$ cat src/rtl/edusoc_data_initiator.sv
// Host-command to SoC data-bus initiator with bus timeout, plus an
// independent interrupt latch/acknowledge path toward the host.
module edusoc_data_initiator #(
  parameter logic [15:0] TIMEOUT_CYCLES = 16'd255
) (
  input  logic        CPU_CLK,
  input  logic        CPU_RES,
  input  logic        CMD_VALID,
  output logic        CMD_READY,
  input  logic        CMD_WE,
  input  logic [3:0]  CMD_BE,
  input  logic [31:0] CMD_ADDR,
  input  logic [31:0] CMD_WDATA,
  output logic        RSP_VALID,
  input  logic        RSP_READY,
  output logic [31:0] RSP_RDATA,
  output logic        RSP_ERR,
  output logic        DATA_REQ,
  input  logic        DATA_VALID,
  output logic        DATA_WE,
  output logic [3:0]  DATA_BE,
  output logic [31:0] DATA_ADDR,
  output logic [31:0] DATA_WDATA,
  input  logic [31:0] DATA_RDATA,
  input  logic        IRQ,
  input  logic [4:0]  IRQ_ID,
  output logic        IRQ_ACK,
  output logic [4:0]  IRQ_ACK_ID,
  output logic        IRQ_PENDING,
  output logic [4:0]  IRQ_PENDING_ID,
  input  logic        IRQ_CLEAR
);

  typedef enum logic [1:0] {IDLE, BUS, RESP} state_t;

  localparam logic [15:0] LAST_CNT = TIMEOUT_CYCLES - 16'd1;

  state_t      state_q;
  logic        cmd_ready_q;
  logic        data_req_q;
  logic        data_we_q;
  logic [3:0]  data_be_q;
  logic [31:0] data_addr_q;
  logic [31:0] data_wdata_q;
  logic        rsp_valid_q;
  logic [31:0] rsp_rdata_q;
  logic        rsp_err_q;
  logic [15:0] cnt_q;
  logic [15:0] cnt_d;
  logic        timeout_hit;

  logic        irq_pending_q, irq_pending_d;
  logic [4:0]  irq_pending_id_q, irq_pending_id_d;
  logic        irq_ack_q, irq_ack_d;
  logic [4:0]  irq_ack_id_q, irq_ack_id_d;

  assign cnt_d       = cnt_q + 16'd1;
  assign timeout_hit = (cnt_q == LAST_CNT);

  // cmd_ready_q stays low through reset and rises on the first edge after release
  always_ff @(posedge CPU_CLK or posedge CPU_RES) begin
    if (CPU_RES) begin
      state_q      <= IDLE;
      cmd_ready_q  <= 1'b0;
      data_req_q   <= 1'b0;
      data_we_q    <= 1'b0;
      data_be_q    <= 4'd0;
      data_addr_q  <= 32'd0;
      data_wdata_q <= 32'd0;
      rsp_valid_q  <= 1'b0;
      rsp_rdata_q  <= 32'd0;
      rsp_err_q    <= 1'b0;
      cnt_q        <= 16'd0;
    end else begin
      case (state_q)
        IDLE: begin
          cmd_ready_q <= 1'b1;
          if (cmd_ready_q && CMD_VALID) begin
            cmd_ready_q <= 1'b0;
            cnt_q       <= 16'd0;
            if (CMD_BE != 4'd0) begin
              state_q      <= BUS;
              data_req_q   <= 1'b1;
              data_we_q    <= CMD_WE;
              data_be_q    <= CMD_BE;
              data_addr_q  <= CMD_ADDR;
              data_wdata_q <= CMD_WDATA;
            end else begin
              state_q     <= RESP;
              rsp_valid_q <= 1'b1;
              rsp_rdata_q <= 32'd0;
              rsp_err_q   <= 1'b1;
            end
          end
        end
        BUS: begin
          cnt_q <= cnt_d;
          // a completion arriving on the timeout cycle still counts as success
          if (DATA_VALID || timeout_hit) begin
            state_q      <= RESP;
            data_req_q   <= 1'b0;
            data_we_q    <= 1'b0;
            data_be_q    <= 4'd0;
            data_addr_q  <= 32'd0;
            data_wdata_q <= 32'd0;
            rsp_valid_q  <= 1'b1;
            rsp_err_q    <= ~DATA_VALID;
            rsp_rdata_q  <= (DATA_VALID && !data_we_q) ? DATA_RDATA : 32'd0;
          end
        end
        RESP: begin
          if (RSP_READY) begin
            state_q     <= IDLE;
            cmd_ready_q <= 1'b1;
            rsp_valid_q <= 1'b0;
            rsp_rdata_q <= 32'd0;
            rsp_err_q   <= 1'b0;
          end
        end
        default: begin
          state_q     <= IDLE;
          cmd_ready_q <= 1'b0;
        end
      endcase
    end
  end

  // IRQ is not re-sampled during the acknowledge pulse cycle
  always_comb begin
    irq_ack_d        = irq_pending_q & IRQ_CLEAR;
    irq_ack_id_d     = irq_ack_d ? irq_pending_id_q : 5'd0;
    irq_pending_d    = irq_pending_q;
    irq_pending_id_d = irq_pending_id_q;
    if (irq_ack_d) begin
      irq_pending_d    = 1'b0;
      irq_pending_id_d = 5'd0;
    end else if (!irq_pending_q && !irq_ack_q && IRQ) begin
      irq_pending_d    = 1'b1;
      irq_pending_id_d = IRQ_ID;
    end
  end

  always_ff @(posedge CPU_CLK or posedge CPU_RES) begin
    if (CPU_RES) begin
      irq_pending_q    <= 1'b0;
      irq_pending_id_q <= 5'd0;
      irq_ack_q        <= 1'b0;
      irq_ack_id_q     <= 5'd0;
    end else begin
      irq_pending_q    <= irq_pending_d;
      irq_pending_id_q <= irq_pending_id_d;
      irq_ack_q        <= irq_ack_d;
      irq_ack_id_q     <= irq_ack_id_d;
    end
  end

  assign CMD_READY      = cmd_ready_q;
  assign DATA_REQ       = data_req_q;
  assign DATA_WE        = data_we_q;
  assign DATA_BE        = data_be_q;
  assign DATA_ADDR      = data_addr_q;
  assign DATA_WDATA     = data_wdata_q;
  assign RSP_VALID      = rsp_valid_q;
  assign RSP_RDATA      = rsp_rdata_q;
  assign RSP_ERR        = rsp_err_q;
  assign IRQ_ACK        = irq_ack_q;
  assign IRQ_ACK_ID     = irq_ack_id_q;
  assign IRQ_PENDING    = irq_pending_q;
  assign IRQ_PENDING_ID = irq_pending_id_q;

endmodule

$ cat config.mk
export PLATFORM = sky130hd
export DESIGN_NAME = edusoc_data_initiator
export DESIGN_NICKNAME = d
export VERILOG_FILES = /design/src/rtl/edusoc_data_initiator.sv
export SDC_FILE = /design/constraint.sdc
export NUM_CORES = 1
export LEC_CHECK = 0
export CORE_MARGIN = 2
export CORE_UTILIZATION = 42
export DETAILED_ROUTE_END_ITERATION = 8
export HOLD_SLACK_MARGIN = 0.12
export PLACE_DENSITY = 0.8
export SLEW_MARGIN = 20
export SYNTH_ARGS = -nofsm -noshare
export SYNTH_HDL_FRONTEND = slang
export SYNTH_SLANG_ARGS = --single-unit
$ cat constraint.sdc
create_clock -name CPU_CLK -period 4.9 [get_ports CPU_CLK]
set_clock_uncertainty 0.1 [all_clocks]
set_input_delay 0.49 -clock CPU_CLK [delete_from_list [all_inputs] [get_ports CPU_CLK]]
set_output_delay 0.49 -clock CPU_CLK [all_outputs]
set_load 0.005 [all_outputs]
# == After elaboration in Yosys (flattened, before gate mapping) ==
# Index checks and enable logic that the tools add are counted.
# classes
n_addsub,1
n_mul,0
n_div,0
order_cmp,0
n_eq_ne,8
shifts,0
n_mux,46
bitwise_logic,3
reduce_logical,18
# op_table
cell,n
two-way mux 32 bit,10
case mux 32 bit (2 select lines),2
case mux 32 bit (3 select lines),1
case mux 16 bit (2 select lines),1
adder 16 x 1 -> 16 bit (second input constant),1
equality test 16 x 8 -> 1 bit (second input constant),1
two-way mux 16 bit,1
two-way mux 5 bit,3
two-way mux 1 bit,14
two-way mux 4 bit,3
inequality test 2 bit (second input constant),5
case mux 1 bit (3 select lines),3
two-way mux 2 bit,4
case mux 4 bit (2 select lines),1
case mux 2 bit (3 select lines),1
AND reduction 5 bit,1
logical AND 1 bit,4
case mux 1 bit (2 select lines),2
AND reduction 2 bit,2
AND reduction 4 bit,1
nonzero test 2 bit,2
nonzero test 4 bit,1
zero test 1 bit,3
AND reduction 3 bit,1
other kinds (7),8
# word_totals
ff_bits,135
latchBits,0
ram_bits,0
mem_bits_ro,0
input_bits,113
out_inout_bits,117
wordCells,91
n_memories,0

# == Longest topological paths before layout ==
# Gate-level depths: netlist of run 1.
# logic_depth
ltp_word,5
depth_mapped,9
mapped_depth_nobuf,6

# == Worst setup path after synthesis of run 1 ==
# No wires, ideal clock.
# synth_timing
path_kind,register -> register
startpoint,reg state_q[0]
endpoint,reg cnt_q[11]
setup_ns,0.078
arrival_time_ns,1.995
t_required_ns,4.722
setup_slack_ns,2.727
path_stages_with_launch,9
path_buffers,2
period_less_slack_ns,2.173
path_cell_list,dfrtp_1 -> inv_1 -> ha_1 -> buf_2 -> a21boi_4 -> or4_1 -> buf_2 -> or3_1 -> a21oi_1
# synth_between
elab_chain_cells,3
word_cells_on_any_way,6
cone_classes,2 x eq/ne; 1 x mux; 3 x reduce/logical
# synth_rtl
item,line_no,source
from (decl),38,state_t state_q;
from (signal assigned),63,state_q <= IDLE;
from (signal assigned),82,state_q <= BUS;
from (signal assigned),89,state_q <= RESP;
equality test 2 x 1 -> 1 bit / zero test 2 bit (equally long branches),75,case (state_q)
nonzero test 2 bit (no source line) / inequality test 2 bit (equally long branches),-,
AND reduction 2 bit (no source line),-,
to (signal assigned),97,cnt_q <= cnt_d;
to (decl),48,logic [15:0] cnt_q;
# Parallel ways exist; a longest one is shown, timed or not.
# A chain may end at the register's enable or synchronous reset.

# == Worst setup path in the final report of run 1 ==
# layout_timing
startpoint,reg state_q[1]
endpoint,reg cnt_q[15]
# The elaborated chain is that of the path after synthesis.

==> results.txt, run 1 <==
----------------------------------------------------
[Power]
  Register share of total power ... 35.0%
  Power share of the combinational group ... 38.7%
  Net switching power ... 1.587 mW
  Maximum ir drop on the vdd rail ... 465.4 µV
  Fraction of power consumed by the clock network ... 26.3%
  Int Power ... 3.696 mW
  Pwr/cell area ... 630.4 nW/µm²
  Fraction of power spent switching nets ... 30.03%
  Pleak ... 3.750 nW
  Power Total ... 5.283 mW

[Yosys]
  Share of flip-flops with an asynchronous set or reset ... 100.0%
  Synth Flop Type ... dfrtp_1
  Proportion of netlist area held by the largest area contributor ... 62.98%
  Instance count of the mapped netlist ... 393
  Total of warnings raised by yosys ... 0
  Mapped Area ... 5364 µm²
  Mean cell area of the mapped netlist ... 13.65 µm²
  Leading post-synthesis cells by cell area ... dfrtp_1 63%, a22o_1 17%, buf_6 2.1%
  Post-synth EDFFs ... 0
  Dominant cell type by area after synthesis ... dfrtp_1
  Seq cells post-synth ... 135
  Share of synthesized area occupied by flip-flops and latches ... 62.98%
  Post-synth cell types ... 48
  Net count after synthesis ... 511

[Route]
  Detailed Route WL ... 14,390 µm
  Initial DRC Count ... 388
  Number of routed nets with antenna violations ... 0
  Vias ... 4,223
  Routed wire per std cell ... 17.88 µm
  Number of design rule violations left after detail routing ... 0
  Drt pass-1 iters ... 4
  Routed via count divided by cell count ... 5.246

[Setup path]
  Count of cells along the worst register-to-register path ... 6
  R2r startpoint ... state_q[1]
  CP Class ... reg -> reg
  Worst path required time ... 5.13 ns
  R2R Path End ... cnt_q[15]
  Kind of end point of the critical path ... flip-flop
  Endpoint arrival time on the critical path ... 2.92 ns
  CP max FO ... 17
  Flop2flop setup slack ... 2.21 ns
  Startpoint Class ... flip-flop

[Die]
  Die outline width ... 117.0 µm
  Total core area ... 12,570 µm²
  Vertical die dimension ... 117.0 µm
  Die Outline Area ... 13,690 µm²
  Standard-cell row count ... 41
  Effective utilization at floorplan ... 42.68%
  Number of top-level pins ... 230

[Timing]
  Max-slew violations ... 0
  Final hold vios ... 0
  Setup repair after global routing missed its margin ... false
  Worst-margin pin slew ... 0.9145 ns
  Slew HR ... 39.03%
  Final setup TNS ... 0 ns
  Worst setup slack after layout ... 2.214 ns
  Final setup violation count ... 0
  Fin crit share ... 54.81%
  Peak clock frequency supported by timing ... 372.3 MHz
  Worst Hold Slack ... 0.3740 ns
  Post-layout min period ... 2.686 ns

[Placed design]
  Area after detailed placement ... 7739 µm²
  Post-Place Worst Slack ... 1.668 ns
  IO buf count ... 229
  Final HPWL from detailed placement ... 9694 µm
  Weighted congestion reported at the end of routability-driven placement ... 0.7662
  Number of instances in the placed design ... 773

[Finish]
  N_diodes ... 0
  Number of nets in the final layout ... 738
  Most used cells in the layout excluding fill and tap cells ... 229 x clkdlybuf4s50_1, 135 x dfrtp_1, 106 x a22o_1, 17 x clkbuf_16, 13 x nand2_1
  Share of cells above drive strength 1 ... 7.741%
  Post-synthesis to final-layout area growth ... 56.24%
  Final cell utilization of the core ... 66.68%
  Fin cells ... 805
  Final Cell Area ... 8381 µm²
  Leading cell type in the layout, fill and taps excluded ... clkdlybuf4s50_1

[Clock tree]
  Maximum root-to-sink buffer count ... 2
  Clock-pin transition on the worst setup and hold timing paths ... 0.05 ns
  Sinks on the clock net ... 135
  CTS-repair resized insts ... 0
  CTS tree ... built
  Post-CTS setup repair buffer count ... 0
  Hold-fix buffers at CTS ... 0
  H-tree level count ... 4
  CTS root buf ... clkbuf_16
  Insertion delay to the later sink of the worst-skew pair ... 0.40 ns
  TritonCTS buffer count ... 17

[GRT]
  Met1 Resource Use GR ... 26.84%
  Global-route wire length before repair ... 21,570 µm
  Vias in the first global route ... 4,208
  Aggregate global routing overflow ... 0
  Busiest layer in global routing ... met2
  Global-route usage over all layers ... 20.43%
  Number of antenna violations at the first check in global routing ... 0
  M3 GR Usage ... 6.437%
  Pin count of the biggest net entering global routing ... 105
  GR met2 Demand/Resource ... 32.29%

[Flow run]
  Max-cap check violation count ... 0

[Worst hold path]
  Number of stages on the worst hold path ... 1
  Hold Crit Endpoint ... DATA_REQ
  Hold Startpoint ... DATA_REQ
  Class of the worst hold path ... reg -> reg

[Status]
  Run status ... finished, final reports clean

----------------------------------------------------
## logic make-up (layout without fill, tap and decap cells)
group / after synthesis / after routing / share of synthesized area [%]
and+or+nand+nor: 66 / 66 / 7.745
buffers and inverters: 36 / 276 / 4.059
muxes: 7 / 7 / 1.330
adders and majority gates: 5 / 5 / 1.166
AOI/OAI and AO/OA: 141 / 141 / 22.23
xor gates and xnor gates: 3 / 3 / 0.4899
DFF: 135 / 135 / 62.98
## flip-flops by register name (all words and copies together) (netlist names)
name            flops
DATA_WE             1
state_q             2
IRQ_ACK             1
DATA_WDATA         32
RSP_RDATA          32
IRQ_PENDING_ID      5
RSP_VALID           1
DATA_ADDR          32
DATA_BE             4
DATA_REQ            1
cnt_q              16
RSP_ERR             1
CMD_READY           1
IRQ_PENDING         1
IRQ_ACK_ID          5
## critical path, cell delays in order, from the launching register on
cell and delay, ns:
dfrtp_1 0.41, inv_1 0.10, ha_1 0.53, nor2_1 0.24, or4_1 0.69, or3_1 0.41, a21oi_1 0.14
## Yosys cell counts (5+ instances only)
| cell | instances |
|---|---|
| a22o_1 | 106 |
| or3_1 | 5 |
| dfrtp_1 | 135 |
| a21oi_1 | 7 |
| nand2b_1 | 6 |
| and3_1 | 5 |
| clkbuf_1 | 10 |
| nor2_1 | 9 |
| ha_1 | 5 |
| buf_2 | 6 |
| nand2_1 | 13 |
| mux2i_1 | 6 |
| inv_1 | 10 |
| o21ai_0 | 9 |
| buf_6 | 10 |
## worst max-delay path by stage
| stage | from | to | slack [ns] |
|---|---|---|---|
| after floorplan | CPU_RES | CMD_READY | 0.70 |
| after global placement | CMD_BE[0] | RSP_RDATA[5] | 1.71 |
| after detailed placement | CMD_BE[0] | RSP_RDATA[7] | 1.67 |
| after CTS | CMD_BE[0] | RSP_RDATA[21] | 2.03 |
| after global routing | state_q[1] | cnt_q[15] | 2.06 |
| final | state_q[1] | cnt_q[15] | 2.21 |
## metal layers
metal | vias up | part of all wire, %
met2 | 163 | 48
met5 | - | 0
met3 | 17 | 7.6
li1 | 1951 | -
met1 | 2092 | 43
met4 | 0 | 1.4
## power by group through the flow
stage          clock network, mW  registers, mW  logic, mW
3_3_place_gp                   0           1.84       2.00
6_report                    1.39           1.85       2.05
3_5_place_dp                   0           1.85       2.05
2_1_floorplan                  0           1.85      0.985
4_1_cts                     1.41           1.85       2.07
5_1_grt                     1.47           1.90       2.21
## layout make-up
class | count | area, µm²
fillers | 916 | 4188
inverters | 10 | 42.54
clock inverters | 8 | 168.9
clock buffers | 24 | 471.7
well taps | 172 | 215.2
multi-input cells | 222 | 1774
flip-flops and latches | 135 | 3378
repair buffers | 234 | 2330
Note: power is estimated with default switching activity, not from simulation.
==> inputs of run 2 (changes only) <==
- CORE_UTILIZATION: 42 -> 38
- PLACE_DENSITY: 0.8 -> 0.76
- clock period: 4.9 -> 2.2 ns (I/O delays scaled with it)
==> results.txt, run 2 (synthesized netlist as in run 1, its figures left out) <==
----------------------------------------------------
[Route]
  Number of routed nets with antenna violations ... 0 (unchanged)
  Number of design rule violations left after detail routing ... 0 (unchanged)
  Routed wire per std cell ... 17.41 µm (was 17.88 µm)
  Vias ... 4,297 (was 4,223)
  Initial DRC Count ... 239 (was 388)
  Detailed Route WL ... 14,540 µm (was 14,390 µm)
  Met2 wire length ... 7113 µm (was 6970 µm)
  Length of routed wiring on met1 ... 5970 µm (was 6126 µm)
  Routed via count divided by cell count ... 5.146 (was 5.246)
  Metal3 WL ... 1201 µm (was 1088 µm)
  Drt pass-1 iters ... 4 (unchanged)
  Top layer reached by signal wires ... met4 (unchanged)

[Die]
  Number of top-level pins ... 230 (unchanged)
  Vertical die dimension ... 122.8 µm (was 117.0 µm)
  Total core area ... 13,830 µm² (was 12,570 µm²)
  Standard-cell row count ... 43 (was 41)
  Effective utilization at floorplan ... 38.79% (was 42.68%)
  Die Outline Area ... 15,080 µm² (was 13,690 µm²)
  Die outline width ... 122.8 µm (was 117.0 µm)

[Power]
  Pwr/cell area ... 1398 nW/µm² (was 630.4 nW/µm²)
  Pleak ... 3.902 nW (was 3.750 nW)
  Maximum ir drop on the vdd rail ... 596.3 µV (was 465.4 µV)

[GRT]
  Aggregate global routing overflow ... 0 (unchanged)
  Vias in the first global route ... 4,326 (was 4,208)
  Number of antenna violations at the first check in global routing ... 0 (unchanged)
  Pin count of the biggest net entering global routing ... 76 (was 105)
  Global-route usage over all layers ... 19.27% (was 20.43%)
  Global-route wire length before repair ... 22,080 µm (was 21,570 µm)

[Timing]
  Worst Hold Slack ... 0.1782 ns (was 0.3740 ns)
  Setup repair after global routing missed its margin ... true (was false)
  Final hold vios ... 0 (unchanged)
  Final setup violation count ... 0 (unchanged)
  Post-layout min period ... 2.102 ns (was 2.686 ns)
  Max-slew violations ... 0 (unchanged)
  Worst setup slack after layout ... 0.09789 ns (was 2.214 ns)
  Slew HR ... 66.60% (was 39.03%)
  Fin crit share ... 95.55% (was 54.81%)
  Peak clock frequency supported by timing ... 475.7 MHz (was 372.3 MHz)
  Final setup TNS ... 0 ns (unchanged)
  Worst-margin pin slew ... 0.4958 ns (was 0.9145 ns)

[Clock tree]
  Clock-pin transition on the worst setup and hold timing paths ... 0.06 ns (was 0.05 ns)
  Maximum root-to-sink buffer count ... 2 (unchanged)
  Hold-fix buffers at CTS ... 0 (unchanged)
  Post-CTS setup repair buffer count ... 0 (unchanged)
  CTS root buf ... clkbuf_16 (unchanged)
  H-tree level count ... 4 (unchanged)
  TritonCTS buffer count ... 17 (unchanged)
  Sinks on the clock net ... 135 (unchanged)
  Insertion delay to the later sink of the worst-skew pair ... 0.41 ns (was 0.40 ns)
  CTS tree ... built (unchanged)

[Placed design]
  Post-Place Worst Slack ... -0.03163 ns (was 1.668 ns)
  Number of instances in the placed design ... 803 (was 773)
  IO buf count ... 229 (unchanged)
  Weighted congestion reported at the end of routability-driven placement ... 0.8646 (was 0.7662)
  Final HPWL from detailed placement ... 10,130 µm (was 9694 µm)
  Area after detailed placement ... 7988 µm² (was 7739 µm²)

[Finish]
  N_diodes ... 0 (unchanged)
  Final Cell Area ... 8678 µm² (was 8381 µm²)
  Post-synthesis to final-layout area growth ... 61.79% (was 56.24%)
  Most used cells in the layout excluding fill and tap cells ... 229 x clkdlybuf4s50_1, 135 x dfrtp_1, 106 x a22o_1, 21 x buf_4, 18 x clkbuf_16 (was 229 x clkdlybuf4s50_1, 135 x dfrtp_1, 106 x a22o_1, 17 x clkbuf_16, 13 x nand2_1)
  Leading cell type in the layout, fill and taps excluded ... clkdlybuf4s50_1 (unchanged)
  Share of cells above drive strength 1 ... 11.76% (was 7.741%)
  Fin cells ... 835 (was 805)
  Number of nets in the final layout ... 761 (was 738)

[Setup path]
  Worst path required time ... 2.39 ns (was 5.13 ns)
  Endpoint arrival time on the critical path ... 2.29 ns (was 2.92 ns)
  Flop2flop setup slack ... 0.1 ns (was 2.21 ns)
  Kind of end point of the critical path ... flip-flop (unchanged)
  Startpoint Class ... flip-flop (unchanged)
  CP Class ... reg -> reg (unchanged)
  CP max FO ... 32 (was 17)

[Flow run]
  Max-cap check violation count ... 0 (unchanged)

[Worst hold path]
  Class of the worst hold path ... in -> async (was reg -> reg)

[Status]
  Run status ... finished, final reports clean (unchanged)

----------------------------------------------------
run 2: final timing paths:
kind / from / endpoint / cells after the start
setup / recovery: state_q[0] / RSP_RDATA[6] / 8
hold / removal: CPU_RES / DATA_ADDR[9] / 3
setup reg to reg: state_q[0] / RSP_RDATA[6] / 8
hold reg to reg: DATA_REQ / DATA_REQ / 1
max in group asynchronous: CPU_RES / RSP_RDATA[11] / 3
min in group CPU_CLK: IRQ_ID[3] / IRQ_PENDING_ID[3] / 2
run 2: area by class of cell:
type | instances | area [µm²]
Clock inverter | 9 | 163.9
Sequential cell | 135 | 3378
Tap cell | 180 | 225.2
Multi-Input combinational cell | 222 | 1785
Timing Repair Buffer | 257 | 2590
Inverter | 10 | 41.29
Fill cell | 1050 | 5149
Clock buffer | 22 | 494.2
run 2: timing repair:
action                                  CTS  global route
pin swaps                                 1             0
hold endpoints to repair                  0             0
gates resized for setup                   1             5
gates cloned                              0             1
endpoints found under the setup margin   73            44
run 2: worst max-delay path, stage by stage, from the launching register on:
cell and delay [ns]:
dfrtp_1 0.39, inv_1 0.08, ha_2 0.23, buf_4 0.13, a21bo_2 0.23, o2111a_1 0.17
and4b_1 0.23, buf_12 0.17, a22o_1 0.24
run 2: metrics by stage:
step                total power, mW  utilization, %
floorplan                     6.312               -
global placement              8.901           57.77
detailed placement            9.018           57.77
CTS                           12.21           62.56
global route                  12.85           62.76
finish                        12.13           62.76
run 2: layer usage:
layer	vias up	track usage, %
li1	2000	-
met1	2087	24.07
met2	187	30.32
met3	23	6.552
met4	0	8.549
met5	-	0
run 2: report_power, final:
part | leakage, nW | internal, mW | switching [mW]
logic | 1.75 | 2.99 | 1.94
clock network | 0.323 | 2.05 | 1.04
registers | 1.83 | 3.47 | 0.643
==> inputs of run 3 (changes only) <==
--- a/config.mk
+++ b/config.mk
@@ -12,3 +12,3 @@
 export PLACE_DENSITY = 0.76
-export SLEW_MARGIN = 20
+export SLEW_MARGIN = 5
 export SYNTH_ARGS = -nofsm -noshare
--- a/constraint.sdc
+++ b/constraint.sdc
@@ -4,2 +4,2 @@
 set_output_delay 0.22 -clock CPU_CLK [all_outputs]
-set_load 0.005 [all_outputs]
+set_load 0.1 [all_outputs]
==> results.txt, run 3 (synthesized netlist as in run 1, its figures left out) <==
----------------------------------------------------
[Finish]
  Area of combinational cells with multiple inputs ... 1789 µm² (was 1785 µm²)
  Fin cells ... 839 (was 835)
  Seq. cell area ... 3379 µm² (was 3378 µm²)
  Filler instances ... 1,109 (was 1,050)
  Share of cells above drive strength 1 ... 30.20% (was 11.76%)
  Post-synthesis to final-layout area growth ... 55.98% (was 61.79%)
  Final Cell Area ... 8367 µm² (was 8678 µm²)
  Most used cells in the layout excluding fill and tap cells ... 144 x buf_4, 134 x dfrtp_1, 112 x clkdlybuf4s50_1, 106 x a22o_1, 17 x clkbuf_16 (was 229 x clkdlybuf4s50_1, 135 x dfrtp_1, 106 x a22o_1, 21 x buf_4, 18 x clkbuf_16)
  Number of nets in the final layout ... 764 (was 761)
  N_diodes ... 0 (unchanged)
  Leading cell type in the layout, fill and taps excluded ... buf_4 (was clkdlybuf4s50_1)

[Die]
  Total core area ... 13,830 µm² (unchanged)
  Number of top-level pins ... 230 (unchanged)
  Vertical die dimension ... 122.8 µm (unchanged)
  Die outline width ... 122.8 µm (unchanged)
  Effective utilization at floorplan ... 38.79% (unchanged)
  Die Outline Area ... 15,080 µm² (unchanged)
  Standard-cell row count ... 43 (unchanged)

[Route]
  Length of routed wiring on met1 ... 6003 µm (was 5970 µm)
  Routed via count divided by cell count ... 5.098 (was 5.146)
  Routed wire per std cell ... 16.76 µm (was 17.41 µm)
  Top layer reached by signal wires ... met4 (unchanged)
  Metal3 WL ... 939 µm (was 1201 µm)
  Met2 wire length ... 6897 µm (was 7113 µm)
  Detailed Route WL ... 14,060 µm (was 14,540 µm)
  Number of routed nets with antenna violations ... 0 (unchanged)
  Number of design rule violations left after detail routing ... 0 (unchanged)
  Initial DRC Count ... 227 (was 239)
  Drt pass-1 iters ... 4 (unchanged)
  Vias ... 4,277 (was 4,297)

[Clock tree]
  CTS root buf ... clkbuf_16 (unchanged)
  Maximum root-to-sink buffer count ... 2 (unchanged)
  Insertion delay to the later sink of the worst-skew pair ... 0.41 ns (about the same)
  CTS tree ... built (unchanged)
  H-tree level count ... 4 (unchanged)
  TritonCTS buffer count ... 17 (unchanged)
  Sinks on the clock net ... 135 (unchanged)
  Clock-pin transition on the worst setup and hold timing paths ... 0.06 ns (about the same)
  Hold-fix buffers at CTS ... 0 (unchanged)

[Placed design]
  Number of instances in the placed design ... 806 (was 803)
  Final HPWL from detailed placement ... 10,080 µm (was 10,130 µm)
  Weighted congestion reported at the end of routability-driven placement ... 0.8437 (was 0.8646)
  Area after detailed placement ... 7694 µm² (was 7988 µm²)
  IO buf count ... 229 (unchanged)

[Timing]
  Setup repair after global routing missed its margin ... true (unchanged)
  Peak clock frequency supported by timing ... 463.4 MHz (was 475.7 MHz)
  Slew HR ... 58.50% (was 66.60%)
  Final setup TNS ... 0 ns (unchanged)
  Worst-margin pin slew ... 0.6159 ns (was 0.4958 ns)
  Final hold vios ... 0 (unchanged)
  Post-layout min period ... 2.158 ns (was 2.102 ns)
  Max-slew violations ... 0 (unchanged)
  Final setup violation count ... 0 (unchanged)
  Fin crit share ... 98.09% (was 95.55%)

[Setup path]
  R2r startpoint ... cnt_q[0] (was state_q[0])
  Count of cells along the worst register-to-register path ... 8 (unchanged)
  Worst path required time ... 2.38 ns (was 2.39 ns)
  CP max FO ... 34 (was 32)
  Critical path destination ... RSP_RDATA[12] (was RSP_RDATA[6])
  Critical Path Start ... cnt_q[0] (was state_q[0])
  R2R Path End ... RSP_RDATA[12] (was RSP_RDATA[6])
  Endpoint arrival time on the critical path ... 2.34 ns (was 2.29 ns)
  Kind of end point of the critical path ... flip-flop (unchanged)
  CP Class ... reg -> reg (unchanged)
  Startpoint Class ... flip-flop (unchanged)
  Flop2flop setup slack ... 0.04 ns (was 0.1 ns)

[Status]
  Run status ... finished, final reports clean (unchanged)

[GRT]
  Aggregate global routing overflow ... 0 (unchanged)
  Pin count of the biggest net entering global routing ... 71 (was 76)
  Number of antenna violations at the first check in global routing ... 0 (unchanged)
  Global-route usage over all layers ... 18.41% (was 19.27%)
  Vias in the first global route ... 4,209 (was 4,326)
  Global-route wire length before repair ... 21,340 µm (was 22,080 µm)

[Worst hold path]
  Class of the worst hold path ... in -> async (unchanged)

[Flow run]
  Max-cap check violation count ... 0 (unchanged)

----------------------------------------------------
-- run 3: cell types whose count changed in the layout (fill, tap and decap cells not counted), sizes merged --
cell,before,now
clkinv,4,5
clkdlybuf4s50,229,112
clkbuf,23,21
buf,27,148
clkinvlp,1,2
-- run 3: worst min path at each step --
stage	endpoint	cells after the start	slack, ns	start
2_1_floorplan	IRQ_ACK	1	0.25	IRQ_CLEAR
3_3_place_gp	DATA_REQ	1	0.38	DATA_REQ
3_5_place_dp	DATA_REQ	1	0.38	DATA_REQ
4_1_cts	DATA_ADDR[18]	3	0.15	CPU_RES
5_1_grt	DATA_WDATA[16]	3	0.19	CPU_RES
6_report	DATA_ADDR[18]	3	0.16	CPU_RES
-- run 3: layout make-up --
class	instances	share of cell area, %
inverter	10	0.4935
clock buffer	21	5.742
sequential	135	40.39
multi-input combinational	222	21.38
timing repair buffer	260	27.28
tap	180	2.692
clock inverter	11	2.019
-- run 3: per-stage QoR --
step                worst slack (ns)  util [%]  hold WS, ns
detailed placement          -0.06656     55.64       0.3786
global placement             0.02115     55.64       0.3754
floorplan                    0.01326         -       0.2486
global route                -0.02184     60.51       0.1944
finish                       0.04204     60.51       0.1563
CTS                          0.05174     60.37       0.1502
-- run 3: repair_timing --
action,in CTS,in global routing
setup buffers,0,1
resized for setup,1,2
setup endpoints to repair,76,97
pin swaps,1,0
-- run 3: layer usage --
metal / global-route usage, % / up-vias
li1: - / 2006
met1: 24.17 / 2089
met2: 28.59 / 163
met3: 4.972 / 19
met4: 8.190 / 0
met5: 0 / -
-- run 3: worst max-delay path, cell delays in order (launching register included) --
cell	delay, ns
dfrtp_1	0.37
inv_1	0.06
ha_1	0.14
or4b_4	0.48
nor4_4	0.24
buf_4	0.18
o21ai_2	0.06
buf_12	0.17
a22o_1	0.21
Power of run 3 is left out: the tool's default activity adds up to more than one toggle a clock period on the data nets, which glitch-free logic cannot reach.
